### config.mk
export PLATFORM = sky130hd
export DESIGN_NAME = cam_lookup_ctrl
export DESIGN_NICKNAME = d
export VERILOG_FILES = /design/src/rtl/cam_pkg.sv /design/src/rtl/cam_free_finder.sv /design/src/rtl/cam_lookup_ctrl.sv
export SDC_FILE = /design/constraint.sdc
export NUM_CORES = 1
export LEC_CHECK = 0
export ABC_AREA = 0
export CAP_MARGIN = 10
export CORE_ASPECT_RATIO = 2
export CORE_MARGIN = 5
export CORE_UTILIZATION = 44
export DETAILED_ROUTE_END_ITERATION = 6
export GPL_TIMING_DRIVEN = 0
export PLACE_DENSITY_LB_ADDON = 0.1
export SYNTH_ARGS = -nofsm -noshare
export SYNTH_HDL_FRONTEND = slang
export SYNTH_SLANG_ARGS = --single-unit
### constraint.sdc
create_clock -name clk_i -period 2.7 [get_ports clk_i]
set_input_delay 0.405 -clock clk_i [delete_from_list [all_inputs] [get_ports clk_i]]
set_output_delay 0.405 -clock clk_i [all_outputs]
set_load 0.03 [all_outputs]
### src/rtl/cam_pkg.sv
// cam_pkg: default CAM geometry, lookup-controller FSM states and the registered response record
package cam_pkg;
  localparam int CAM_WIDTH = 32;
  localparam int CAM_ADDR_WIDTH = 5;
  localparam int CAM_HEIGHT = 32;
  typedef enum logic [2:0] {IDLE, SEARCH, WAIT, WRITE, RESP} cam_ctrl_state_t;
  typedef struct packed {
    logic hit;
    logic [CAM_ADDR_WIDTH-1:0] index;
    logic alloc;
  } cam_rsp_t;
endpackage

### src/rtl/cam_free_finder.sv
// cam_free_finder: combinational lowest-index free entry search; valid_i bitmap in, free_found_o/free_index_o out
module cam_free_finder
  import cam_pkg::*;
#(
  parameter int ADDR_WIDTH = CAM_ADDR_WIDTH,
  parameter int HEIGHT = CAM_HEIGHT
) (
  input  logic [HEIGHT-1:0]     valid_i,
  output logic                  free_found_o,
  output logic [ADDR_WIDTH-1:0] free_index_o
);
  always_comb begin
    free_found_o = 1'b0;
    free_index_o = '0;
    for (int i = HEIGHT - 1; i >= 0; i--) begin
      if (!valid_i[i]) begin
        free_found_o = 1'b1;
        free_index_o = ADDR_WIDTH'(i);
      end
    end
  end
endmodule

### src/rtl/cam_lookup_ctrl.sv
// cam_lookup_ctrl: client req/rsp handshake in, cam search/write ports out; search, allocate on miss (first free else round-robin), flush of tracking state
module cam_lookup_ctrl
  import cam_pkg::*;
#(
  parameter int WIDTH = CAM_WIDTH,
  parameter int ADDR_WIDTH = CAM_ADDR_WIDTH,
  parameter int HEIGHT = CAM_HEIGHT
) (
  input  logic                  clk_i,
  input  logic                  rst_i,
  input  logic                  req_valid_i,
  output logic                  req_ready_o,
  input  logic [WIDTH-1:0]      req_key_i,
  input  logic                  req_alloc_i,
  input  logic                  flush_i,
  output logic                  rsp_valid_o,
  input  logic                  rsp_ready_i,
  output logic                  rsp_hit_o,
  output logic [ADDR_WIDTH-1:0] rsp_index_o,
  output logic                  rsp_alloc_o,
  output logic                  full_o,
  output logic                  cam_search_enable_o,
  output logic [WIDTH-1:0]      cam_search_data_o,
  input  logic                  cam_search_valid_i,
  input  logic [ADDR_WIDTH-1:0] cam_search_index_i,
  output logic                  cam_write_enable_o,
  output logic [ADDR_WIDTH-1:0] cam_write_index_o,
  output logic [WIDTH-1:0]      cam_write_data_o
);
  cam_ctrl_state_t state_q, state_d;
  logic [WIDTH-1:0] key_q, key_d;
  logic alloc_q, alloc_d;
  logic [HEIGHT-1:0] valid_q, valid_d;
  logic [ADDR_WIDTH-1:0] ptr_q, ptr_d;
  logic full_q;
  cam_rsp_t rsp_q, rsp_d;
  logic free_found, hit;
  logic [ADDR_WIDTH-1:0] free_index, victim;
  cam_free_finder #(.ADDR_WIDTH(ADDR_WIDTH), .HEIGHT(HEIGHT)) u_free (
    .valid_i      (valid_q),
    .free_found_o (free_found),
    .free_index_o (free_index)
  );
  assign victim = free_found ? free_index : ptr_q;
  // a CAM match on an entry we have invalidated (flush) still counts as a miss
  assign hit = cam_search_valid_i && valid_q[cam_search_index_i];
  always_comb begin
    state_d = state_q;
    key_d = key_q;
    alloc_d = alloc_q;
    valid_d = valid_q;
    ptr_d = ptr_q;
    rsp_d = rsp_q;
    case (state_q)
      IDLE: begin
        if (flush_i) begin
          valid_d = '0;
          ptr_d = '0;
        end else if (req_valid_i) begin
          state_d = SEARCH;
          key_d = req_key_i;
          alloc_d = req_alloc_i;
        end
      end
      SEARCH: state_d = WAIT;
      WAIT: begin
        state_d = (!hit && alloc_q) ? WRITE : RESP;
        rsp_d.hit = hit;
        rsp_d.index = hit ? CAM_ADDR_WIDTH'(cam_search_index_i) : '0;
        rsp_d.alloc = 1'b0;
      end
      WRITE: begin
        state_d = RESP;
        valid_d[victim] = 1'b1;
        ptr_d = free_found ? ptr_q : (ptr_q == ADDR_WIDTH'(HEIGHT - 1) ? '0 : ptr_q + ADDR_WIDTH'(1));
        rsp_d.hit = 1'b0;
        rsp_d.index = CAM_ADDR_WIDTH'(victim);
        rsp_d.alloc = 1'b1;
      end
      RESP: state_d = rsp_ready_i ? IDLE : RESP;
      default: state_d = IDLE;
    endcase
  end
  always_ff @(posedge clk_i) begin
    if (rst_i) begin
      state_q <= IDLE;
      key_q <= '0;
      alloc_q <= 1'b0;
      valid_q <= '0;
      ptr_q <= '0;
      full_q <= 1'b0;
      rsp_q <= '0;
    end else begin
      state_q <= state_d;
      key_q <= key_d;
      alloc_q <= alloc_d;
      valid_q <= valid_d;
      ptr_q <= ptr_d;
      full_q <= &valid_d;
      rsp_q <= rsp_d;
    end
  end
  assign req_ready_o = state_q == IDLE && !flush_i;
  assign rsp_valid_o = state_q == RESP;
  assign rsp_hit_o = rsp_valid_o && rsp_q.hit;
  assign rsp_index_o = rsp_valid_o ? ADDR_WIDTH'(rsp_q.index) : '0;
  assign rsp_alloc_o = rsp_valid_o && rsp_q.alloc;
  assign full_o = full_q;
  assign cam_search_enable_o = state_q == SEARCH;
  assign cam_search_data_o = cam_search_enable_o ? key_q : '0;
  // a reset landing in WRITE must not leave a half-done allocation in the CAM
  assign cam_write_enable_o = state_q == WRITE && !rst_i;
  assign cam_write_index_o = cam_write_enable_o ? victim : '0;
  assign cam_write_data_o = cam_write_enable_o ? key_q : '0;
endmodule

# --- Word-level counts from Yosys, hierarchy flattened ---
# Cells that the tools add are included.
# Widths: inputs -> output; s select.
classes:
  muxes: 86
  magnitude_cmp: 3
  eq_ne: 9
  n_bitwise: 2
  addsub: 1
  reduce_logical: 17
op_table:
  columns: ["cell", "count"]
  rows:
  - ["$mux 5", 39]
  - ["$mux 32", 3]
  - ["$pmux 32 s2", 1]
  - ["$mux 1", 34]
  - ["$or 32x32->32", 1]
  - ["$reduce_and 32->1", 1]
  - ["$pmux 3 s5", 1]
  - ["$pmux 7 s2", 1]
  - ["$lt 5x6->1 const B", 2]
  - ["$mux 3", 4]
  - ["$pmux 5 s2", 1]
  - ["$ne 2x2->1 const B", 4]
  - ["$logic_and 1x1->1", 7]
  - ["$eq 3x2->1 const B", 2]
  - ["$reduce_and 3->1", 2]
  - ["$add 5x1->5 const B", 1]
  - ["$bmux 1 s5", 1]
  - ["$demux 1 s5", 1]
  - ["$eq 5x5->1 const B", 1]
  - ["$ge 5x1->1 const B", 1]
  - ["$reduce_bool 2->1", 2]
  - ["$eq 3x1->1 const B", 1]
  - ["$eq 3x3->1 const B", 1]
  - ["$logic_not 1->1", 3]
  - ["other kinds (3)", 3]
totals:
  out_inout_bits: 81
  wordCells: 127
  reg_bits: 81

# --- Depth between registers and ports, before layout ---
# Gate-level depths: netlist (run 1).
logic_depth:
  word_depth: 40
  depth_mapped: 12
  mapped_depth_nobuf: 10

# --- Modules after synthesis ---
# A second synthesis (run 1) with hierarchy kept.
unflattened:
  cells_unflattened: 594
  area_unflattened_um2: 4647.0
by_module_without_submodules:
  columns: ["module", "instances", "area_each_um2", "cells_per_inst"]
  rows:
  - ["cam_lookup_ctrl", 1, 4254.1, 528]
  - ["cam_free_finder", 1, 392.9, 66]

# --- Worst setup path after synthesis (run 1) ---
# No wires, ideal clock.
synth_timing:
  kind: "reg-to-reg"
  start: "register valid_q[26]"
  end: "register full_q, in the netlist full_o"
  t_required_ps: 2612
  stages_incl_launch_ff: 12
  path_slack_ps: -131
  t_arrival_ps: 2744
  setup_ps: 88
  cell_sequence: "dfxtp_1 -> buf_4 -> and4_1 -> a211oi_1 -> or4_1 -> and3_1 -> buf_6 -> nor4_4 -> nand2_2 -> and3_1 -> or4_4 -> nor4_2"
synth_between:
  elab_chain_cells: 35
synth_rtl:
  columns: ["element", "line", "text"]
  rows:
  - ["start, declared", "cam_lookup_ctrl.sv:33", "logic [HEIGHT-1:0] valid_q, valid_d;"]
  - ["start signal, assigned", "cam_lookup_ctrl.sv:97", "valid_q <= valid_d;"]
  - ["$mux 5 or $mux 1 (tied branches) (27 in a row)", "cam_free_finder.sv:16", "if (!valid_i[i]) begin"]
  - ["$mux 5", "cam_lookup_ctrl.sv:44", "assign victim = free_found ? free_index : ptr_q;"]
  - ["$lt 5x6->1 (not written as such) or $ge 5x1->1 (tied branches)", "cam_lookup_ctrl.sv:74", "valid_d[victim] = 1'b1;"]
  - ["$logic_and 1x1->1 (not written as such)", "cam_lookup_ctrl.sv:74", null]
  - ["$mux 1 (not written as such)", "cam_lookup_ctrl.sv:74", null]
  - ["$demux 1 s5", "cam_lookup_ctrl.sv:74", null]
  - ["$or 32x32->32 (no line)", null, null]
  - ["$pmux 32 s2 (*)", "cam_lookup_ctrl.sv:54", "case (state_q)"]
  - ["$reduce_and 32->1 (*)", "cam_lookup_ctrl.sv:99", "full_q <= &valid_d;"]
  - ["end signal, assigned", "cam_lookup_ctrl.sv:99", null]
  - ["end, declared", "cam_lookup_ctrl.sv:35", "logic full_q;"]
# Mark *: on every way between the ends. The rest lies on a longest branch, timed or not.
# A chain may end at the register's enable or synchronous reset.

# --- Worst setup path after layout (run 1) ---
layout_timing:
  start: "register valid_q[29]"
  end: "register full_q, in the netlist full_o"
layout_between:
  elab_chain_cells: 38
layout_rtl:
  columns: ["element", "line"]
  rows:
  - ["$mux 5 or $mux 1 (tied branches) (30 in a row)", "cam_free_finder.sv:16"]
  - ["$mux 5", "cam_lookup_ctrl.sv:44"]
  - ["$lt 5x6->1 (not written as such) or $ge 5x1->1 (tied branches)", "cam_lookup_ctrl.sv:74"]
  - ["$logic_and 1x1->1 (not written as such)", "cam_lookup_ctrl.sv:74"]
  - ["$mux 1 (not written as such)", "cam_lookup_ctrl.sv:74"]
  - ["$demux 1 s5", "cam_lookup_ctrl.sv:74"]
  - ["$or 32x32->32 (no line)", null]
  - ["$pmux 32 s2 (*)", "cam_lookup_ctrl.sv:54"]
  - ["$reduce_and 32->1 (*)", "cam_lookup_ctrl.sv:99"]
# Marked as above.

==> results by group, run 1 <==
Finish
  – Fill count: approximately 920
  – Layout cells sized above 1: about a quarter
  – Register area: approximately 0.0017 mm^2
  – Most common cell after layout, fill and taps aside: nand2_1
  – Fin nets: between 800 and 900
  – Area of the multi-input gates: 0.00300 mm^2
  – Area grow syn2layout: 50.9%
  – Antenna diode count: 0
  – Most frequent cells in the layout: 98 x nand2_1, 71 x and2_1, 60 x a21oi_1, 55 x dfxtp_1, 54 x clkdlybuf4s50_1
  – Final Non-Filler Cells: 902

Timing
  – Worst-Margin Slew: 0.631 ns
  – Final setup violation count: 1
  – Worst setup margin: -0.324 ns
  – Final hold vios: 0
  – Fin crit period: 3.02 ns
  – Max Clk Rate: roughly 330 MHz
  – Slew Viols, Final: 0
  – RSZ-0062 raised after global routing: true
  – Rel. slew slack: 58.0%
  – Clk_skew: 0.00693 ns
  – Period utilization: 112%

Synth
  – Syn Nets: ~640
  – Cell variety after synth: 52
  – Avg Cell Area, Syn: 7.72 um^2
  – Synthesized cell area: approximately 0.0046 mm^2
  – Ys flop type: dfxtp_1
  – Async set or reset register ratio after synthesis: 0%
  – Yosys reg bits: 81
  – EDFF count, synth: 0
  – Post-synthesis sequential area ratio: 35.5%
  – Post-Synthesis Cells: 592
  – Yosys warns: 0

Global route
  – Pin count of the biggest net entering global routing: 13
  – Number of global-route vias before repair: ~5200
  – Met3 global-route usage: 8.02%
  – Met1 Use GR: about a quarter
  – GR peak layer: met2
  – Tot GR Track Use: between 20 and 30%
  – GRT overflow: 0
  – Initial antenna violation count: 0
  – Global-route wire length before repair: 27400 um
  – Met2 Resource Use GR: between 50% and 60%

Clocking
  – Clock Latency Late Sink: about 0.34 ns
  – Total CTS buffers: 9
  – Hold buffers post-CTS: 0
  – Root buffer cell: clkbuf_16
  – Htree depth: 3
  – CTS tree: done
  – Maximum root-to-sink buffer count: 2
  – Clk sinks: 81
  – Clock transition at path regs: 0.06 ns

Floorplanning
  – Die Span Y: between 150 and 200 um
  – IO Pins: 125
  – Die width: 82.1 um
  – Core area: 0.0101 mm^2
  – Full die area: 0.0126 mm^2
  – Rows: 52
  – Initial Util: a little under half

Setup path
  – Crit path kind: reg -> reg
  – CP max stage delay: 0.56 ns
  – CP max stage cell: or4_4
  – CP bufs+invs: 2
  – Startpoint types: register
  – Critical path's top delay family: simple AND/OR/NAND/NOR gates
  – WP data required: roughly 3.0 ns
  – Cell Chain, Critical Path: nand4_1, buf_4, or4_4, o211ai_4, buf_4, nand2_4, nor3_4, a21oi_1, o21ai_0, nand4_1, nor4_2
  – Worst-path maximum fanout: 6
  – Arr. time, crit path: 3.28 ns
  – Critical Path Sink Type: register

Hold path
  – Hold Crit Class: reg -> reg

Flow run
  – Max Cap Viol: 0

Power and ir drop
  – P_leak: 2.75 nW
  – Power Density: 399 mW/mm^2
  – VDD IR max: 0.000338 V

Detailed routing
  – Final wirelength: 17900 um
  – WL per Instance: 19.9 um
  – Vias per cell: 5.86
  – Iter 0 DRT Violations: around 430
  – Residual DRC count: 0
  – Drt first pass iters: 7
  – Antenna Nets Post-Route: 0
  – Via count: about 5300

Outcome
  – Outcome: finished with violations
  – Failing checks: setup timing

Placement
  – Post-placement cell count: approximately 850
  – Routability cong.: 0.963
  – Dpl ws: -1.11 ns
  – Post-DP HPWL: 13400 um
  – Number of port buffers: between 100 and 150
[metal layers]
metal / up-vias / share of wire [%]
met5: - / 0
met3: 86 / 7.6
met2: 270 / 55
li1: 2441 / -
met4: 0 / 6.7
met1: 2490 / 31
[final timing paths]
path	depth (start not counted)	endpoint	slack (ns)	start
worst min-delay path	2	rsp_q[0]	0.46	rsp_q[0]
worst min register to register	2	rsp_q[0]	0.46	rsp_q[0]
worst max register to register	11	full_o	-0.32	valid_q[29]
worst max-delay path	11	full_o	-0.32	valid_q[29]
[stage by stage]
stage | total power, mW | utilization, % | hold slack, ns | cell area (um^2) | setup TNS [ns]
global route | 2.84 | 68.0 | 0.484 | 6900 | -0.617
global placement | 1.56 | 58.8 | 0.440 | 5970 | -28.16
finish | 2.75 | 68.0 | 0.465 | 6900 | -0.324
detailed placement | 1.57 | 58.8 | 0.449 | 5970 | -33.42
floorplan | 1.43 | - | 0.432 | 4590 | 0
CTS | 2.77 | 65.3 | 0.457 | 6630 | -0.254
[Yosys cell counts (2+ instances only)]
library cell | instances | share of area (%)
a211oi_1 | 3 | 0.49
a21o_1 | 6 | 0.99
a21oi_1 | 64 | 7.0
a221oi_1 | 4 | 0.77
a22oi_1 | 24 | 3.9
a31o_1 | 2 | 0.38
a31oi_1 | 6 | 0.82
a32oi_1 | 3 | 0.57
and2_1 | 73 | 10
and3_1 | 13 | 1.8
and4_1 | 3 | 0.57
buf_2 | 3 | 0.33
buf_4 | 2 | 0.33
clkbuf_1 | 36 | 3.0
dfxtp_1 | 81 | 35
ha_1 | 2 | 0.55
inv_1 | 8 | 0.66
mux4_2 | 10 | 4.9
nand2_1 | 102 | 8.4
nand2b_1 | 5 | 0.68
nand3_1 | 14 | 1.5
nand4_1 | 14 | 1.9
nand4_2 | 2 | 0.55
nor2_1 | 46 | 3.8
nor2b_1 | 4 | 0.55
nor3_1 | 17 | 1.9
nor3b_1 | 3 | 0.49
nor4_2 | 2 | 0.55
o211ai_1 | 3 | 0.49
o21ai_0 | 10 | 1.1
or2_1 | 2 | 0.27
or3_1 | 4 | 0.55
or4_4 | 2 | 0.49
[cells by family (layout without fill, tap and decap cells)]
kind of cell	Yosys count	after routing	share of synthesized area, %
buffers and inverters	50	225	4.52
DFF	81	81	35.5
muxes	11	11	5.17
adders and majority gates	2	2	0.547
and+or+nand+nor	313	313	35.5
AOI/OAI and AO/OA	135	135	18.8
[state kept, by name (all words and copies together), names as in the netlist]
register  count
full_o        1
valid_q      32
ptr_q         5
rsp_q         7
state_q       3
alloc_q       1
key_q        32
[layout make-up]
type / count / area share, %
Timing Repair Buffer: 165 / 21.8
Multi-Input combinational cell: 461 / 43.5
Buffer: 38 / 3.21
Tap cell: 135 / 2.45
Clock inverter: 3 / 0.617
Clock buffer: 11 / 3.52
Inverter: 8 / 0.435
Sequential cell: 81 / 24.4
[tightest hold or removal path, stage by stage (launching register included)]
cell and delay, ns:
dfxtp_1 0.30, nand2_1 0.05, a21oi_1 0.06
[power by group]
| part | switching [mW] | internal [mW] |
|---|---|---|
| clock network | 0.487 | 0.730 |
| registers | 0.0241 | 1.21 |
| logic | 0.180 | 0.116 |
[what timing repair did]
action,CTS,global route
pin swaps,17,27
buffers inserted,22,22
setup endpoints to repair,109,40
gates cloned,0,0
resized for setup,220,43
No activity file was read; power rests on OpenSTA's default activity.
==> inputs of run 2 (changes only) <==
Settings changed: CORE_MARGIN 5 to 4.
==> results by group, run 2 (synthesized netlist as in run 1, its figures left out) <==
Setup path
  – Worst r2r src: valid_q[18]
  – Worst setup startpoint: valid_q[18]
  – Cell Chain, Critical Path: nand4_4, nor2b_4, or4_4, and3_4, nor4_4, buf_4, nand2_2, buf_4, buf_4, buf_4, buf_4, buf_4, buf_4, a21oi_2
  – Most frequent CP cell: buf_4
  – WP data required: 2.97 ns
  – Crit path kind: reg -> reg
  – CP max stage cell: or4_4
  – Worst-path maximum fanout: 5
  – Critical Path Sink Type: register
  – Arr. time, crit path: 3.30 ns
  – CP max stage delay: 0.53 ns
  – Startpoint types: register

Hold path
  – Min-delay src: key_q[2]
  – Hold Crit Class: reg -> reg

Finish
  – Area grow syn2layout: 53.4%
  – Antenna diode count: 0
  – Most frequent cells in the layout: 97 x nand2_1, 70 x and2_1, 60 x a21oi_1, 56 x dfxtp_1, 54 x clkdlybuf4s50_1
  – Fin nets: 812
  – Most common cell after layout, fill and taps aside: nand2_1
  – Layout cells sized above 1: 25.2%
  – Biggest regs: key_q (32), valid_q (32), rsp_q (7)
  – Final core utilization: between 60% and 70%
  – Fill count: 861

Detailed routing
  – Iter 0 DRT Violations: 628
  – Drt first pass iters: 7
  – Met2 WL: 9580 um
  – Met1 wire length: 5870 um
  – Antenna Nets Post-Route: 0
  – WL per Instance: 20.0 um
  – Final wirelength: 18100 um
  – Metal3 WL: 1470 um
  – Via count: 5381
  – Vias per cell: 5.94
  – Highest routed layer: met4
  – Residual DRC count: 0

Global route
  – Pin count of the biggest net entering global routing: 14
  – Global-route wire length before repair: 28100 um
  – Number of global-route vias before repair: 5475
  – GRT overflow: 0
  – Initial antenna violation count: 0
  – Tot GR Track Use: just under 30%

Floorplanning
  – IO Pins: 125
  – Core area: 0.0101 mm^2
  – Full die area: 0.0122 mm^2
  – Die width: 80.1 um
  – Rows: 52
  – Initial Util: 45.0%
  – Die Span Y: 152 um

Power and ir drop
  – P_leak: around 2.8 nW
  – VDD IR max: 0.000344 V
  – Power Density: 424 mW/mm^2

Timing
  – Fin crit period: 3.03 ns
  – Clk_skew: 0.00953 ns
  – Final setup violation count: 5
  – Final hold vios: 0
  – Worst-Margin Slew: 0.667 ns
  – Slew Viols, Final: 0
  – Worst setup margin: -0.329 ns
  – RSZ-0062 raised after global routing: true
  – Max Clk Rate: 330 MHz
  – Rel. slew slack: 55.5%
  – Period utilization: 112%
  – Setup TNS: -0.850 ns

Outcome
  – Failing checks: setup timing
  – Outcome: finished with violations

Clocking
  – Hold buffers post-CTS: 0
  – Htree depth: 3
  – Clock Latency Late Sink: approximately 0.35 ns
  – Clock transition at path regs: 0.07 ns
  – Maximum root-to-sink buffer count: 2
  – Root buffer cell: clkbuf_16
  – CTS tree: done
  – Total CTS buffers: 9
  – Clk sinks: 81

Flow run
  – Max Cap Viol: 0

Placement
  – Routability cong.: 0.972
  – Number of port buffers: 121
  – Post-DP HPWL: 12700 um
==> run 2: where the power goes <==
part / total (mW) / switching (mW) / internal [mW]
logic: 0.294 / 0.178 / 0.116
registers: 1.24 / 0.0238 / 1.22
clock network: 1.44 / 0.514 / 0.928
==> run 2: per-layer routing <==
metal / vias up / GRT usage (%)
li1: 2449 / -
met1: 2517 / 29.0
met4: 0 / 21.2
met5: - / 0
met2: 312 / 50.8
met3: 103 / 9.05
==> run 2: worst max-delay path: cells and delay by family, from the launching register on <==
| kind | cells | cell delay, ns |
|---|---|---|
| AO/OA/AOI/OAI | 1 | 0.12 |
| AND/OR/NAND/NOR | 6 | 1.50 |
| buffers and inverters | 7 | 0.94 |
| flip-flops | 1 | 0.38 |
==> run 2: what timing repair did <==
item / in CTS / in global routing
setup buffers: 30 / 17
pin swaps: 14 / 24
setup endpoints to repair: 103 / 42
gates resized for setup: 214 / 44
==> run 2: layout make-up <==
| class | count | area (um^2) | share of cell area [%] |
|---|---|---|---|
| Multi-Input combinational cell | 461 | 3000 | 42.7 |
| Buffer | 37 | 214 | 3.05 |
| Timing Repair Buffer | 168 | 1580 | 22.5 |
| Clock buffer | 11 | 243 | 3.46 |
| Tap cell | 135 | 169 | 2.41 |
| Sequential cell | 81 | 1680 | 24.0 |
| Clock inverter | 5 | 103 | 1.46 |
| Inverter | 8 | 30.0 | 0.428 |
==> run 2: final timing paths <==
check / endpoint / slack, ns / cells past startpoint
hold / removal: key_q[2] / 0.46 / 2
setup / recovery: valid_q[22] / -0.33 / 14
hold reg to reg: key_q[2] / 0.46 / 2
setup reg to reg: valid_q[22] / -0.33 / 14
==> run 2: per-stage QoR <==
stage	power (mW)	hold WS [ns]	std cells	instance area, um^2	setup WS, ns
after floorplan	1.43	0.432	592	4590	0.00865
after global placement	1.56	0.441	848	5970	-0.864
after detailed placement	1.57	0.443	848	5970	-0.890
after CTS	2.98	0.461	889	6790	-0.164
after global routing	3.06	0.480	906	7010	-0.403
final	2.98	0.464	906	7010	-0.329
==> inputs of run 3 (changes only) <==
Settings changed: CORE_MARGIN 4 to unset, PLACE_DENSITY set to 0.77, PLACE_DENSITY_LB_ADDON 0.1 to unset.
==> results by group, run 3 (synthesized netlist as in run 1, its figures left out) <==
Timing
  – Rel. slew slack: about 53%
  – RSZ-0062 raised after global routing: true
  – Max Clk Rate: 343 MHz
  – Period utilization: 108%
  – Worst-Margin Slew: 0.702 ns
  – Final hold vios: 0
  – Fin crit period: 2.92 ns
  – Slew Viols, Final: 0
  – Final setup violation count: 1
  – Clk_skew: 0.00997 ns
  – Worst setup margin: -0.216 ns
  – Fin Hold WS: 0.460 ns

Hold path
  – Worst Hold End: key_q[1]
  – WHS Path Cells: 2
  – Min-delay src: key_q[1]
  – Hold Crit Class: reg -> reg

Detailed routing
  – Iter 0 DRT Violations: roughly 370
  – Final wirelength: 17900 um
  – Antenna Nets Post-Route: 0
  – Vias per cell: ~5.8
  – Drt first pass iters: 5
  – Via count: 5189
  – Residual DRC count: 0
  – WL per Instance: 20.2 um

Global route
  – GRT overflow: 0
  – Tot GR Track Use: 34.1%
  – Initial antenna violation count: 0
  – Number of global-route vias before repair: 5093
  – Pin count of the biggest net entering global routing: 14
  – Global-route wire length before repair: about 27000 um

Clocking
  – Clock Latency Late Sink: roughly 0.35 ns
  – Clock transition at path regs: around 0.060 ns
  – Clk sinks: 81
  – Root buffer cell: clkbuf_16
  – Total CTS buffers: 9
  – CTS tree: done
  – Maximum root-to-sink buffer count: 2
  – Htree depth: 3

Power and ir drop
  – Sequential share of power: 46.4%
  – Switching part of the total: approximately 27%
  – Clock Power Share: 42.3%
  – Comb power frac: a little under an eighth
  – Switching Power: approximately 720 uW
  – P_leak: 3.04 nW
  – Power Density: 394 mW/mm^2
  – Int Power: 1.97 mW
  – VDD IR max: 0.000320 V

Setup path
  – R2r setup slk: -0.22 ns
  – Critical Path Sink Type: register
  – CP max stage cell: or4_4
  – Reg2reg end: full_o
  – Arr. time, crit path: between 3 and 4 ns
  – WP data required: 2.97 ns
  – Crit path kind: reg -> reg
  – Startpoint types: register
  – Worst-path maximum fanout: 6
  – Cell Chain, Critical Path: nand4_1, or4_4, and3_1, buf_6, nor4_4, buf_6, nand2_4, and3_4, or4_4, nor4_2
  – Worst r2r src: valid_q[0]
  – CP max stage delay: 0.58 ns
  – Reg2reg path depth: 10

Finish
  – Most frequent cells in the layout: 98 x nand2_1, 71 x and2_1, 61 x a21oi_1, 59 x dfxtp_1, 52 x clkdlybuf4s50_1
  – Final core utilization: 67.6%
  – Most common cell after layout, fill and taps aside: nand2_1
  – Fin nets: a little under 800
  – Antenna diode count: 0
  – Biggest regs: key_q (32), valid_q (32), rsp_q (7)
  – Final Non-Filler Cells: approximately 890
  – Layout cells sized above 1: 22.3%
  – Area grow syn2layout: 49.2%
  – Fill count: approximately 890

Floorplanning
  – Rows: 52
  – Core area: 0.0101 mm^2
  – Die width: between 70 and 80 um
  – Initial Util: 45.3%
  – Die Span Y: 146 um
  – IO Pins: around 130
  – Full die area: ~0.011 mm^2

Placement
  – Routability cong.: 0.931
  – Post-placement cell count: 848
  – Number of port buffers: approximately 120
  – Post-DP HPWL: 12900 um

Outcome
  – Outcome: finished with violations
  – Failing checks: setup timing

Flow run
  – Max Cap Viol: 0
run 3: worst max-delay path by stage:
stage                     slack (ns)   startpoint  cells after the start  endpoint
after detailed placement       -0.91  valid_q[13]                     12    full_o
after global routing           -0.36  valid_q[11]                     13    full_o
final                          -0.22   valid_q[0]                     10    full_o
after global placement         -0.92  valid_q[13]                     12    full_o
after floorplan                0.009  valid_q[25]                     10    full_o
after CTS                      -0.17  valid_q[11]                     11    full_o
run 3: repair_timing:
action	CTS	global route
hold buffers	0	0
pin swaps	11	21
gates resized for setup	174	67
buffers inserted	13	15
setup endpoints to repair	107	61
run 3: final cells by class:
class,count,area [um^2],area share [%]
plain buffers,39,243,3.56
clock buffers,11,233,3.41
clock inverters,5,32.5,0.477
inverters,8,30.0,0.440
multi-input cells,461,2950,43.3
flip-flops and latches,81,1660,24.4
well taps,135,169,2.48
repair buffers,149,1500,22.0
run 3: metal layers:
layer | track usage [%] | wire [um] | vias up | part of all wire [%]
li1 | - | - | 2412 | -
met4 | 24.0 | 1310 | 0 | 7.3
met2 | 60.0 | 9530 | 252 | 53
met3 | 8.63 | 1230 | 81 | 6.9
met5 | 0 | 0 | - | 0
met1 | 33.0 | 5850 | 2444 | 33
run 3: per-stage QoR:
stage	worst slack [ns]	power (mW)	TNS [ns]	area [um^2]
global placement	-0.917	1.56	-27.67	5970
finish	-0.216	2.69	-0.216	6820
floorplan	0.00865	1.43	0	4590
detailed placement	-0.908	1.57	-31.57	5970
CTS	-0.169	2.68	-0.189	6560
global route	-0.359	2.77	-0.652	6820
run 3: critical path: cells and delay by family, from the launching register on:
family	cells	cell delay, ns
AND/OR/NAND/NOR	8	2.04
buffers and inverters	2	0.32
flip-flops	1	0.47
run 3: power groups by stage:
stage               registers, mW  clock network, mW  logic, mW
global placement             1.27                  0      0.293
finish                       1.25               1.14      0.304
CTS                          1.25               1.13      0.299
floorplan                    1.27                  0      0.160
detailed placement           1.27                  0      0.298
global route                 1.25               1.19      0.329
